<file path="src/rtl/error_countdown_timer_pkg.sv">
// ----------------------------------------------------------------------------
// error_countdown_timer_pkg
// Shared definitions for the error-state countdown timer:
//   - central FSM state codes (as seen on current_state)
//   - internal timer state encoding
//   - default timing / countdown-length parameters
// ----------------------------------------------------------------------------
package error_countdown_timer_pkg;

    localparam int STATE_W = 4;
    localparam int TIME_W  = 4;

    // Central FSM state codes. Only STATE_IDLE and STATE_CALC_ERROR matter to
    // the timer; the rest are listed so every consumer shares one encoding.
    typedef enum logic [STATE_W-1:0] {
        STATE_IDLE        = 4'd0,
        STATE_INPUT_A     = 4'd1,
        STATE_INPUT_B     = 4'd2,
        STATE_SELECT_OP   = 4'd3,
        STATE_CALC        = 4'd4,
        STATE_SHOW_RESULT = 4'd5,
        STATE_CALC_ERROR  = 4'd12,
        STATE_CONFIG_MODE = 4'd13
    } fsm_state_e;

    // Internal timer states.
    typedef enum logic [1:0] {
        T_IDLE    = 2'd0,
        T_COUNT   = 2'd1,
        T_EXPIRED = 2'd2
    } timer_state_e;

    localparam int DEF_TICK_CYCLES = 100_000_000;
    localparam int DEF_CFG_MIN     = 5;
    localparam int DEF_CFG_MAX     = 15;
    localparam int DEF_CFG_DEFAULT = 10;

endpackage

</file>
<file path="src/rtl/error_countdown_timer_if.sv">
// ----------------------------------------------------------------------------
// error_countdown_timer_if
// Bundles the timer's control inputs and status outputs.
//   current_state [4] : central FSM state code          (master -> slave)
//   cfg_we        [1] : one-cycle countdown-length write (master -> slave)
//   cfg_value     [4] : requested seconds for cfg_we     (master -> slave)
//   time_left     [4] : seconds remaining                (slave -> master)
//   timeout       [1] : one-cycle pulse at zero          (slave -> master)
//   busy          [1] : high while counting              (slave -> master)
//   cfg_seconds   [4] : current countdown length         (slave -> master)
// master = central FSM side, slave = the timer.
// ----------------------------------------------------------------------------
interface error_countdown_timer_if;
    import error_countdown_timer_pkg::*;

    logic [STATE_W-1:0] current_state;
    logic               cfg_we;
    logic [TIME_W-1:0]  cfg_value;
    logic [TIME_W-1:0]  time_left;
    logic               timeout;
    logic               busy;
    logic [TIME_W-1:0]  cfg_seconds;

    modport master (
        output current_state, cfg_we, cfg_value,
        input  time_left, timeout, busy, cfg_seconds
    );

    modport slave (
        input  current_state, cfg_we, cfg_value,
        output time_left, timeout, busy, cfg_seconds
    );

endinterface

</file>
<file path="src/rtl/tick_prescaler.sv">
// ----------------------------------------------------------------------------
// tick_prescaler
// Free-running divider producing a one-cycle tick every TICK_CYCLES enabled
// clocks. Reusable wherever a 1 Hz (or other) strobe is needed.
//   clk   : clock
//   rst_n : asynchronous active-low reset
//   clr   : synchronous clear of the count (wins over en)
//   en    : count enable
//   tick  : high during the last cycle of each TICK_CYCLES window (en=1)
// ----------------------------------------------------------------------------
module tick_prescaler #(
    parameter int TICK_CYCLES = 100_000_000
) (
    input  logic clk,
    input  logic rst_n,
    input  logic clr,
    input  logic en,
    output logic tick
);

    localparam int               CNT_W = (TICK_CYCLES > 1) ? $clog2(TICK_CYCLES) : 1;
    localparam logic [CNT_W-1:0] LAST  = CNT_W'(TICK_CYCLES - 1);

    logic [CNT_W-1:0] cnt_q;

    // tick is combinational so the consumer can act on the same edge that
    // wraps the counter.
    assign tick = en && (cnt_q == LAST);

    always_ff @(posedge clk or negedge rst_n) begin
        if (!rst_n) begin
            cnt_q <= '0;
        end else if (clr) begin
            cnt_q <= '0;
        end else if (en) begin
            cnt_q <= tick ? '0 : cnt_q + CNT_W'(1);
        end
    end

endmodule

</file>
<file path="src/rtl/error_countdown_timer.sv">
// ----------------------------------------------------------------------------
// error_countdown_timer
// Countdown shown while the central FSM sits in STATE_CALC_ERROR. Each fresh
// entry loads cfg_seconds and decrements once per TICK_CYCLES clocks; at zero
// a single timeout pulse tells the FSM to leave the error state. The length
// register is writable only while idle and is clamped to CFG_MIN..CFG_MAX.
//   clk   : system clock
//   rst_n : asynchronous active-low reset
//   bus   : error_countdown_timer_if.slave (current_state, cfg_we, cfg_value
//           in; time_left, timeout, busy, cfg_seconds out, all registered)
// ----------------------------------------------------------------------------
module error_countdown_timer
    import error_countdown_timer_pkg::*;
#(
    parameter int TICK_CYCLES = DEF_TICK_CYCLES,
    parameter int CFG_MIN     = DEF_CFG_MIN,
    parameter int CFG_MAX     = DEF_CFG_MAX,
    parameter int CFG_DEFAULT = DEF_CFG_DEFAULT
) (
    input  logic                    clk,
    input  logic                    rst_n,
    error_countdown_timer_if.slave  bus
);

    timer_state_e        state_q, state_d;
    logic [STATE_W-1:0]  prev_state_q;
    logic [TIME_W-1:0]   time_left_q, time_left_d;
    logic                timeout_q, timeout_d;
    logic                busy_q, busy_d;
    logic [TIME_W-1:0]   cfg_q, cfg_d;

    logic in_error;
    logic entry;
    logic tick;
    logic presc_clr;
    logic presc_en;

    function automatic logic [TIME_W-1:0] clamp_cfg(input logic [TIME_W-1:0] v);
        logic [TIME_W-1:0] r;
        r = v;
        if (int'(v) < CFG_MIN) begin
            r = TIME_W'(CFG_MIN);
        end else if (int'(v) > CFG_MAX) begin
            r = TIME_W'(CFG_MAX);
        end
        return r;
    endfunction

    assign in_error = (bus.current_state == STATE_CALC_ERROR);
    assign entry    = in_error && (prev_state_q != STATE_CALC_ERROR);

    // The prescaler only runs while counting; any abort or non-counting state
    // holds it at zero so a reload always starts a full first second.
    assign presc_en  = (state_q == T_COUNT);
    assign presc_clr = (state_q != T_COUNT) || !in_error;

    tick_prescaler #(
        .TICK_CYCLES (TICK_CYCLES)
    ) u_prescaler (
        .clk   (clk),
        .rst_n (rst_n),
        .clr   (presc_clr),
        .en    (presc_en),
        .tick  (tick)
    );

    always_ff @(posedge clk or negedge rst_n) begin
        if (!rst_n) begin
            state_q <= T_IDLE;
        end else begin
            state_q <= state_d;
        end
    end

    always_comb begin
        state_d     = state_q;
        time_left_d = time_left_q;
        timeout_d   = 1'b0;
        cfg_d       = cfg_q;

        case (state_q)
            T_IDLE: begin
                time_left_d = '0;
                // An entry in the same cycle as a write loads the old length
                // and drops the write.
                if (entry) begin
                    time_left_d = cfg_q;
                    state_d     = T_COUNT;
                end else if (bus.cfg_we) begin
                    cfg_d = clamp_cfg(bus.cfg_value);
                end
            end

            T_COUNT: begin
                // Leaving the error state wins over a coincident tick.
                if (!in_error) begin
                    time_left_d = '0;
                    state_d     = T_IDLE;
                end else if (tick) begin
                    if (time_left_q > TIME_W'(1)) begin
                        time_left_d = time_left_q - TIME_W'(1);
                    end else begin
                        time_left_d = '0;
                        timeout_d   = 1'b1;
                        state_d     = T_EXPIRED;
                    end
                end
            end

            T_EXPIRED: begin
                time_left_d = '0;
                if (!in_error) begin
                    state_d = T_IDLE;
                end
            end

            default: begin
                time_left_d = '0;
                state_d     = T_IDLE;
            end
        endcase

        busy_d = (state_d == T_COUNT);
    end

    always_ff @(posedge clk or negedge rst_n) begin
        if (!rst_n) begin
            prev_state_q <= STATE_IDLE;
            time_left_q  <= '0;
            timeout_q    <= 1'b0;
            busy_q       <= 1'b0;
            cfg_q        <= TIME_W'(CFG_DEFAULT);
        end else begin
            prev_state_q <= bus.current_state;
            time_left_q  <= time_left_d;
            timeout_q    <= timeout_d;
            busy_q       <= busy_d;
            cfg_q        <= cfg_d;
        end
    end

    assign bus.time_left   = time_left_q;
    assign bus.timeout     = timeout_q;
    assign bus.busy        = busy_q;
    assign bus.cfg_seconds = cfg_q;

endmodule

</file>
<file path="src/flat_wrapper.sv">
// flat-port wrapper written by rule: the top's interface ports become plain ports
module error_countdown_timer_flat import error_countdown_timer_pkg::*;
#(
    parameter int TICK_CYCLES = DEF_TICK_CYCLES,
    parameter int CFG_MIN     = DEF_CFG_MIN,
    parameter int CFG_MAX     = DEF_CFG_MAX,
    parameter int CFG_DEFAULT = DEF_CFG_DEFAULT
)
  (clk, rst_n, bus_current_state, bus_cfg_we, bus_cfg_value, bus_time_left, bus_timeout, bus_busy, bus_cfg_seconds);
  error_countdown_timer_if bus_i ();
  input  logic clk;
  input  logic rst_n;
  input wire logic [$bits(bus_i.current_state)-1:0] bus_current_state;
  input wire logic [$bits(bus_i.cfg_we)-1:0] bus_cfg_we;
  input wire logic [$bits(bus_i.cfg_value)-1:0] bus_cfg_value;
  output wire logic [$bits(bus_i.time_left)-1:0] bus_time_left;
  output wire logic [$bits(bus_i.timeout)-1:0] bus_timeout;
  output wire logic [$bits(bus_i.busy)-1:0] bus_busy;
  output wire logic [$bits(bus_i.cfg_seconds)-1:0] bus_cfg_seconds;
  assign bus_i.current_state = bus_current_state;
  assign bus_i.cfg_we = bus_cfg_we;
  assign bus_i.cfg_value = bus_cfg_value;
  assign bus_time_left = bus_i.time_left;
  assign bus_timeout = bus_i.timeout;
  assign bus_busy = bus_i.busy;
  assign bus_cfg_seconds = bus_i.cfg_seconds;
  error_countdown_timer #(.TICK_CYCLES(TICK_CYCLES), .CFG_MIN(CFG_MIN), .CFG_MAX(CFG_MAX), .CFG_DEFAULT(CFG_DEFAULT)) u_core (.clk(clk), .rst_n(rst_n), .bus(bus_i));
endmodule
</file>
<file path="config.mk">
export PLATFORM = sky130hd
export DESIGN_NAME = error_countdown_timer_flat
export DESIGN_NICKNAME = d
export VERILOG_FILES = /design/src/rtl/error_countdown_timer_pkg.sv /design/src/rtl/error_countdown_timer_if.sv /design/src/rtl/tick_prescaler.sv /design/src/rtl/error_countdown_timer.sv /design/src/flat_wrapper.sv
export SDC_FILE = /design/constraint.sdc
export NUM_CORES = 1
export LEC_CHECK = 0
export CAP_MARGIN = 15
export CORE_ASPECT_RATIO = 1.4
export CORE_MARGIN = 3
export CORE_UTILIZATION = 30
export CTS_CLUSTER_DIAMETER = 30
export CTS_CLUSTER_SIZE = 28
export DETAILED_ROUTE_END_ITERATION = 10
export PLACE_DENSITY = 0.47
export SLEW_MARGIN = 10
export SYNTH_ARGS = -nofsm -noshare
export SYNTH_HDL_FRONTEND = slang
export SYNTH_SLANG_ARGS = --single-unit
</file>
<file path="constraint.sdc">
create_clock -name clk -period 5.71 [get_ports clk]
set_input_delay 1.4275 -clock clk [delete_from_list [all_inputs] [get_ports clk]]
set_output_delay 1.4275 -clock clk [all_outputs]
set_load 0.05 [all_outputs]
</file>
=== Yosys cells after proc, flatten, opt, wreduce, memory -nomap -nowiden ===
Index checks and enable logic that the tools add are counted.

* Register bits: 43

* $add $sub $neg: 2
* Magnitude comparators: 2
* Equality and inequality tests: 8
* Mux-type cells: 19
* Bitwise logic cells: 1
* Reduce and logical (&&, ||, !) cells: 7

{| class="wikitable"
|+ Operators by type and width
! cell !! count
|-
| 2-to-1 mux 27 bit || 3
|-
| adder 27 x 1 -> 27 bit, second input constant || 1
|-
| equality test 27 bit, second input constant || 1
|-
| 2-to-1 mux 4 bit || 5
|-
| 2-to-1 mux 2 bit || 5
|-
| one-hot mux 4 bit (2 select lines) || 1
|-
| one-hot mux 2 bit (3 select lines) || 1
|-
| equality test 2 x 1 -> 1 bit, second input constant || 2
|-
| equality test 4 bit, second input constant || 1
|-
| greater-than comparator 4 x 1 -> 1 bit, second input constant || 1
|-
| < comparator 4 x 3 -> 1 bit, second input constant || 1
|-
| 2-to-1 mux 1 bit || 4
|-
| inequality test 4 bit, second input constant || 1
|-
| subtractor 4 x 1 -> 4 bit, second input constant || 1
|-
| inequality test 3 bit, second input constant || 1
|-
| AND reduction 3 bit || 1
|-
| equality test 2 bit, second input constant || 1
|-
| logical AND 1 bit || 2
|-
| zero test 2 bit || 1
|-
| inequality test 2 x 1 -> 1 bit, second input constant || 1
|-
| nonzero test 2 bit || 1
|-
| zero test 1 bit || 1
|-
| logical OR 1 bit || 1
|-
| inverter 1 bit || 1
|}

=== Longest topological paths before layout ===
* Depth in word-level cells: 6
* Mapped depth: 6

=== Modules after synthesis ===
A second synthesis with hierarchy kept.

* Cell total of the unflattened synthesis: 244
* Area, all modules: 2332.2 µm²

{| class="wikitable"
|+ Modules (own cells, without submodules)
! module !! times used !! cells each !! area an instance (µm²) !! sequential area each (µm²)
|-
| tick_prescaler || 1 || 178 || 1609.0 || 675.6
|-
| error_countdown_timer || 1 || 66 || 723.2 || 402.9
|}

=== Least setup slack after synthesis ===
OpenSTA, ideal clock, no wires.

* Path type: input -> register
* Start: input bus_current_state[0]
* End: register u_core.time_left_q[0], in the netlist u_core.bus.time_left[0]
* Library setup time: 0.070 ns
* Data arrival time: 2.524 ns
* Path slack: 3.115 ns
* Stages: 4
* Buffers on the path: 0
* Cell sequence: nand4bb_1 > a2111oi_0 > or4b_1 > nand3_1

* Cells in the longest elaborated chain, start to end: 4
* Elaborated cells between the ends (all ways): 6
* Those cells by class: eq/ne (2); mux (3); reduce/logical (1)

{| class="wikitable"
|+ RTL lines
! what !! RTL line !! text
|-
| from (decl) || flat_wrapper.sv:13 || <nowiki>input wire logic [$bits(bus_i.current_state)-1:0] bus_current_state;</nowiki>
|-
| equality test 4 bit (*) || error_countdown_timer.sv:49 || <nowiki>assign in_error = (bus.current_state == STATE_CALC_ERROR);</nowiki>
|-
| logical AND 1 bit || error_countdown_timer.sv:50 || <nowiki>assign entry = in_error && (prev_state_q != STATE_CALC_ERROR);</nowiki>
|-
| 2-to-1 mux 4 bit || error_countdown_timer.sv:86 || <nowiki>if (entry) begin</nowiki>
|-
| one-hot mux 4 bit (2 select lines) || error_countdown_timer.sv:81 || <nowiki>case (state_q)</nowiki>
|-
| to (signal assigned) || error_countdown_timer.sv:135 || <nowiki>time_left_q <= time_left_d;</nowiki>
|-
| to (decl) || error_countdown_timer.sv:27 || <nowiki>logic [TIME_W-1:0] time_left_q, time_left_d;</nowiki>
|}

Mark *: on every way between the ends. The rest lies on a longest branch, timed or not.
A chain may end at the register's enable or synchronous reset.

=== Worst setup path in the final report ===
* Start: input bus_current_state[0]
* End: register u_core.u_prescaler.cnt_q[14]

* Cells in the longest elaborated chain, start to end: 4
* Elaborated cells between the ends (all ways): 5
* Those cells by class: eq/ne (1); mux (1); reduce/logical (3)

{| class="wikitable"
|+ RTL lines
! what !! RTL line !! text
|-
| equality test 4 bit (*) || error_countdown_timer.sv:49 ||
|-
| zero test 1 bit (*) || error_countdown_timer.sv:55 || <nowiki>assign presc_clr = (state_q != T_COUNT) || !in_error;</nowiki>
|-
| logical OR 1 bit (*) || error_countdown_timer.sv:55 ||
|-
| 2-to-1 mux 27 bit or nonzero test 2 bit (tied branches) || n/a ||
|-
| to (signal assigned) || tick_prescaler.sv:36 || <nowiki>cnt_q <= tick ? '0 : cnt_q + CNT_W'(1);</nowiki>
|-
| to (decl) || tick_prescaler.sv:24 || <nowiki>logic [CNT_W-1:0] cnt_q;</nowiki>
|}

Marks and branches as above.

==> results.py <==
metrics = {
    "outcome": {
        "status": "finished clean",
    },
    "sta": {
        "fmax_mhz": 324,
        "setup_viol": 0,
        "finalMaxSlewViolations": 0,
        "maxSlewHeadroom_pct": 34.9,
        "fin_crit_ns": 3.09,
        "tns_ns": 0,
        "skew_ns": 0.00713,
        "setup_slack_ns": 2.62,
        "post-route-period-util_pct": 54.0,
        "finalHoldViolations": 0,
        "tightestPinTransition_ns": 0.976,
        "rsz0062_at_grt": "no",
    },
    "cells_and_area": {
        "fillers": 711,
        "num_antenna_cells": 0,
        "syn_to_final_growth_pct": 15.6,
        "drive_gt1_share_pct": 7.51,
        "seqCellArea_sq_um": 1080,
        "multiInputGateArea_sq_um": 1120,
        "nNetsFinal": 268,
        "final_util_pct": 36.7,
        "design_area_sq_um": 2630,
    },
    "worst_setup_path": {
        "cp.required_ns": 5.94,
        "critical_path_arrival_ns": 3.32,
        "cpMaxStageDelayCell": "nor3_2",
        "reg2reg_depth": 5,
        "crit_path_end_kind": "flop",
        "critical_path.max_fanout": 25,
        "cp-start-kind": "input port",
        "cp_cell_sequence": "clkdlybuf4s50_1 -> nand4bb_1 -> nor3_2 -> o31ai_2 -> buf_4 -> o21ba_2",
        "cpPeakStageDelay_ns": 0.46,
        "r2r_setup_slack_ns": 3.48,
        "timing.rr.end": "u_core.u_prescaler.cnt_q[24]$_DFFE_PN0P_",
        "regToRegStartpoint": "u_core.u_prescaler.cnt_q[0]$_DFFE_PN0P_",
        "critPathKind": "input port to flop",
    },
    "grt": {
        "grt_pass1_wl_mm": 9.08,
        "grt_usage_pct": 13.4,
        "grt_max_degree": 44,
        "antenna_found_initial": 0,
        "grt_overflow_total": 0,
        "first_global_vias": 1807,
    },
    "clock_tree": {
        "clockBufferDepth": 2,
        "cts_num_sinks": 43,
        "numCtsBuffers": 5,
        "clk_pin_slew_worst_paths_ns": 0.07,
        "cts_setup_buffers": 0,
        "cts-hold-fix-buffers": 0,
        "clk_latency_ns": 0.29,
        "htreeDepth": 2,
        "root_buffer": "clkbuf_8",
        "cts-resized-gates": 0,
        "cts_tree": "built",
    },
    "placed_design": {
        "gp_congestion": 0.805,
        "placed_cell_area_sq_um": 2560,
        "dp.final_hpwl_mm": 3.72,
        "post-place-ws_ns": 2.30,
        "port_buffers": 20,
    },
    "yosys": {
        "ys_types": 43,
        "synth-main-ff-cell": "dfrtp_1",
        "synth_edf_count": 0,
        "yosysWarnings": 0,
        "synth_async_sr_flop_share_pct": 100,
        "post_synth_inst_count": 235,
        "synth_seq_area_share_pct": 47.4,
        "netlist_area_sq_um": 2270,
        "yosys_register_bits": 43,
        "syn_avg_cell_area_sq_um": 9.68,
        "syn_nets": 249,
    },
    "hold_path": {
        "min_from": "u_core.bus.cfg_seconds[1]$_DFFE_PN1P_",
        "hold_depth": 2,
        "holdCritPathClass": "flop to flop",
        "hold_end": "u_core.bus.cfg_seconds[1]$_DFFE_PN1P_",
    },
    "detailed_routing": {
        "viasPerCell": 5.35,
        "drt_first_pass_iters": 4,
        "ant_nets": 0,
        "vias": 1861,
        "wl_mm": 5.22,
        "drc": 0,
        "wl_per_cell_um": 15.0,
        "drt_first_iter_violations": 44,
    },
    "die": {
        "rows": 36,
        "dieArea_sq_um": 8680,
        "dieWidth_um": 79.6,
        "chipHeight_um": 109,
        "start_util_pct": 31.8,
        "num_io_pins": 21,
        "coreArea_sq_um": 7160,
    },
    "power_and_ir_drop": {
        "ir_drop_mv": 0.0911,
        "power.density_nw_per_um2": 206,
        "p_leak_nw": 0.934,
        "total_power_uw": 543,
    },
    "job": {
        "drv_cap": 0,
    },
}
## flip-flops by register name, summed over array words and instances, names as in the netlist
| signal | flops |
|---|---|
| u_core.u_prescaler.cnt_q | 27 |
| u_core.bus.time_left | 4 |
| u_core.prev_state_q | 4 |
| u_core.bus.timeout | 1 |
| u_core.bus.cfg_seconds | 4 |
| u_core.bus.busy | 1 |
| u_core.state_q | 2 |
## cell usage in the layout (no fill, tap or decap), drive strengths merged, types with 4 or more instances in the layout
cell type	netlist	routed
nor3	6	6
and4	4	4
clkdlybuf4s50	0	19
o21ai	7	7
a21oi	15	15
and3	6	6
xor2	9	9
or2	5	5
or4	12	12
nand2	11	11
nand4	10	10
inv	10	10
nand3	14	14
o31ai	11	11
clkbuf	5	6
or3	4	4
nor4	8	8
dfrtp	41	41
nor2	17	17
## Yosys cell counts, types with 2 or more instances
| cell | number | area, sq um |
|---|---|---|
| and4_1 | 4 | 35.0 |
| and3_1 | 6 | 37.5 |
| o21ai_0 | 7 | 35.0 |
| a311oi_1 | 3 | 26.3 |
| buf_2 | 4 | 20.0 |
| xnor2_1 | 3 | 26.3 |
| nand2_1 | 11 | 41.3 |
| nor4b_1 | 2 | 17.5 |
| o31ai_1 | 10 | 75.1 |
| o211ai_1 | 2 | 15.0 |
| nor2b_1 | 3 | 18.8 |
| a211oi_1 | 3 | 22.5 |
| clkbuf_1 | 5 | 18.8 |
| nand4_1 | 10 | 62.6 |
| and2_1 | 2 | 12.5 |
| a221oi_1 | 2 | 17.5 |
| xor2_1 | 9 | 78.8 |
| nor2_1 | 17 | 63.8 |
| inv_1 | 10 | 37.5 |
| dfstp_2 | 2 | 52.6 |
| dfrtp_1 | 41 | 1030 |
| nand2b_1 | 2 | 12.5 |
| nor4_1 | 8 | 50.1 |
| or3_1 | 4 | 25.0 |
| nor3_1 | 5 | 25.0 |
| ha_1 | 3 | 37.5 |
| or4_1 | 12 | 90.1 |
| or2_2 | 4 | 25.0 |
| a21oi_1 | 15 | 75.1 |
| nand3_1 | 13 | 65.1 |
## per-stage QoR
stage          hold WS [ns]  std cells
3_5_place_dp          0.495        342
3_3_place_gp          0.490        342
2_1_floorplan         0.486        235
4_1_cts               0.508        348
5_1_grt               0.544        348
6_report              0.503        348
## kinds of logic after synthesis
logic type / share of synthesized area [%]
AO/OA/AOI/OAI: 13.8
XOR/XNOR: 4.62
adder cells (fa/ha/maj): 1.65
buffers and inverters: 3.36
flip-flops: 47.4
multiplexers: 0.495
AND/OR/NAND/NOR: 28.7
## metal layers
layer | part of all wire (%) | vias up | track usage, % | routed length (um)
met3 | 3.4 | 11 | 2.89 | 177
li1 | - | 922 | - | -
met5 | 0 | - | 0 | 0
met4 | 2.8 | 0 | 6.27 | 144
met2 | 49 | 39 | 22.2 | 2560
met1 | 45 | 889 | 16.4 | 2340
## how the worst max path moves through the flow
stage,start,to,slack [ns],depth (start not counted)
finish,bus_current_state[0],u_core.u_prescaler.cnt_q[14]$_DFFE_PN0P_,2.62,6
global route,bus_current_state[0],u_core.u_prescaler.cnt_q[14]$_DFFE_PN0P_,2.42,6
CTS,u_core.bus.cfg_seconds[3]$_DFFE_PN1P_,bus_cfg_seconds[3],2.61,1
detailed placement,bus_current_state[0],u_core.u_prescaler.cnt_q[14]$_DFFE_PN0P_,2.30,6
global placement,bus_current_state[0],u_core.u_prescaler.cnt_q[14]$_DFFE_PN0P_,2.36,6
floorplan,bus_current_state[0],u_core.bus.time_left[0]$_DFFE_PN0P_,3.12,4
## final cells by class
cell class	instances	share of cell area, %
Multi-Input combinational cell	173	42.6
Tap cell	95	4.52
Timing Repair Buffer	21	7.71
Clock buffer	6	2.76
Inverter	10	1.43
Sequential cell	43	41.0
## worst max-delay path: cells and delay by family
kind | cells | cell delay [ns]
AO/OA/AOI/OAI | 2 | 0.37
buffers and inverters | 2 | 0.66
AND/OR/NAND/NOR | 2 | 0.85
## power breakdown
part / total, mW / internal (mW) / switching, mW
Combinational: 0.0516 / 0.0193 / 0.0322
Sequential: 0.316 / 0.312 / 0.00471
Clock: 0.175 / 0.0816 / 0.0935
Total: 0.543 / 0.412 / 0.130
No activity file was read; power rests on OpenSTA's default activity.
==> edit (same flow settings) <==
Change the package constant `TIME_W` from 4 to 6.
--- a/src/rtl/error_countdown_timer_pkg.sv
+++ b/src/rtl/error_countdown_timer_pkg.sv
@@ -8,7 +8,7 @@
 package error_countdown_timer_pkg;
 
     localparam int STATE_W = 4;
-    localparam int TIME_W  = 4;
+    localparam int TIME_W  = 6;
 
     // Central FSM state codes. Only STATE_IDLE and STATE_CALC_ERROR matter to
     // the timer; the rest are listed so every consumer shares one encoding.
Ports: changed (resized bus_cfg_seconds, bus_cfg_value and bus_time_left); port bits go from 21 to 27. The function was not compared with the original's and may differ.
==> edit against the original RTL <==
- register-to-register slack lost 0.76 ns
- wire length grew 5.9%
- sequential cell count grew 4
- cell area grew 9.1%
- area after synthesis grew 6.4%
- power grew 20%
- worst setup slack lost 0.47 ns
==> edit: results (changes against the original RTL) <==
{
  "status": "completed",
  "sh_seq_area": {"value": 0.411, "change": "+0.000731"},
  "clock_buffers": {"value": 5, "change": "-1"},
  "vdd_ir_drop_max": {"value": 0.115, "unit": "mV", "change": "+26%"},
  "vias_per_cell": {"value": 5.34, "change": "-0.22%"},
  "nFillCells": {"value": 829, "change": "+17%"},
  "final_period_util": {"value": 0.622, "change": "+0.0816"},
  "reg2regPathDepth": {"value": 4, "change": "-1"},
  "drtIter0Drc": {"value": 98, "change": "+120%"},
  "timing.max_slew.rel_slack": {"value": 0.376, "change": "+0.0262"},
  "grtUsageMet2": {"value": 0.231, "change": "+0.00935"},
  "met2RoutedLength": {"value": 2940, "unit": "microns", "change": "+15%"},
  "tot_gr_track_use": {"value": 0.131, "change": "-0.00245"},
  "worstReg2RegStart": "u_core.u_prescaler.cnt_q[9]",
  "critical_path_arrival": {"value": 3.74, "unit": "ns", "change": "+0.42 ns"},
  "synth_cell_types": {"value": 49, "change": "+14%"},
  "gp_congestion": {"value": 0.680, "change": "-15%"},
  "rr_endpoint": "u_core.bus.time_left[4]",
  "static_leakage": {"value": 1.07, "unit": "nW", "change": "+15%"},
  "proportion_of_final_cell_area_spent_on_non_clock_buffers": {"value": 0.0933, "change": "+0.0163"},
  "met1Wirelength": {"value": 2310, "unit": "microns", "change": "-1.2%"},
  "grt_pass1_vias": {"value": 2040, "change": "+13%"},
  "io_buffers": {"value": 26, "change": "+30%"},
  "synth_seq_cells": {"value": 47, "change": "+9.3%"},
  "globalRouteMet3Util": {"value": 0.0289, "change": "-0.0000332"},
  "placement.setup.worst_slack": {"value": 1.79, "unit": "ns", "change": "-0.504 ns"},
  "layout-drive-gt1-share": {"value": 0.0809, "change": "+0.00578"},
  "maximum_number_of_pins_on_one_net_before_global_route_repair": {"value": 48, "change": "+9.1%"},
  "r2r_setup_slack": {"value": 2.72, "unit": "ns", "change": "-0.76 ns"},
  "synth_area_leaders": "sky130_fd_sc_hd__dfrtp_1 47%, sky130_fd_sc_hd__a21oi_1 3.1%, sky130_fd_sc_hd__nor2_1 3.1%",
  "synth_commonest_cells": "45 x sky130_fd_sc_hd__dfrtp_1, 20 x sky130_fd_sc_hd__nor2_1, 19 x sky130_fd_sc_hd__nand2_1",
  "synth-seq-area-share": {"value": 0.487, "change": "+0.0127"},
  "area_share_clock_buf_inv": {"value": 0.0392, "change": "+0.0117"},
  "multi_input_logic_portion_of_the_cell_area": {"value": 0.400, "change": "-0.0259"},
  "finish.net_count": {"value": 287, "change": "+7.1%"},
  "dr_wl_met3": {"value": 202, "unit": "microns", "change": "+14%"},
  "multi_input_gates": {"value": 179, "change": "+3.5%"}
}
## edit: kinds of logic after synthesis
family,synth area share
buffers and inverters,0.0393
AOI/OAI and AO/OA,0.166
adders and majority gates,0.0155
xor gates and xnor gates,0.0398
and+or+nand+nor,0.244
muxes,0.00879
DFF,0.487
## edit: critical path: stages
cell                              delay (ns)
sky130_fd_sc_hd__clkdlybuf4s50_1        0.41
sky130_fd_sc_hd__nand4bb_1              0.32
sky130_fd_sc_hd__or3_1                  0.59
sky130_fd_sc_hd__a21o_1                 0.54
sky130_fd_sc_hd__mux2_1                 0.43
## edit: how the worst min path moves through the flow
stage,start,end,slack (ns),cells after the start
after floorplan,u_core.u_prescaler.cnt_q[0],u_core.u_prescaler.cnt_q[0],0.49,1
final,u_core.bus.cfg_seconds[3],u_core.bus.cfg_seconds[3],0.51,2
after detailed placement,u_core.bus.cfg_seconds[3],u_core.bus.cfg_seconds[3],0.50,2
after CTS,u_core.bus.cfg_seconds[3],u_core.bus.cfg_seconds[3],0.52,2
after global placement,u_core.bus.cfg_seconds[0],u_core.bus.cfg_seconds[0],0.50,2
after global routing,u_core.bus.cfg_seconds[1],u_core.bus.cfg_seconds[1],0.55,1
## edit: where the power goes
| part | internal [W] | switching (W) |
|---|---|---|
| Clock | 0.000130 | 0.000118 |
| Sequential | 0.000340 | 0.00000517 |
| Combinational | 0.0000218 | 0.0000353 |
| Total | 0.000492 | 0.000159 |
## edit: per-stage QoR
stage	area [sq um]	instances	util	hold slack (ns)	total power, W
after CTS	2860	371	0.367	0.520	0.000661
after floorplan	2420	246	-	0.489	0.000380
after detailed placement	2750	363	0.353	0.504	0.000410
after global routing	2870	372	0.368	0.552	0.000680
after global placement	2750	363	0.353	0.504	0.000410
final	2870	372	0.368	0.512	0.000651
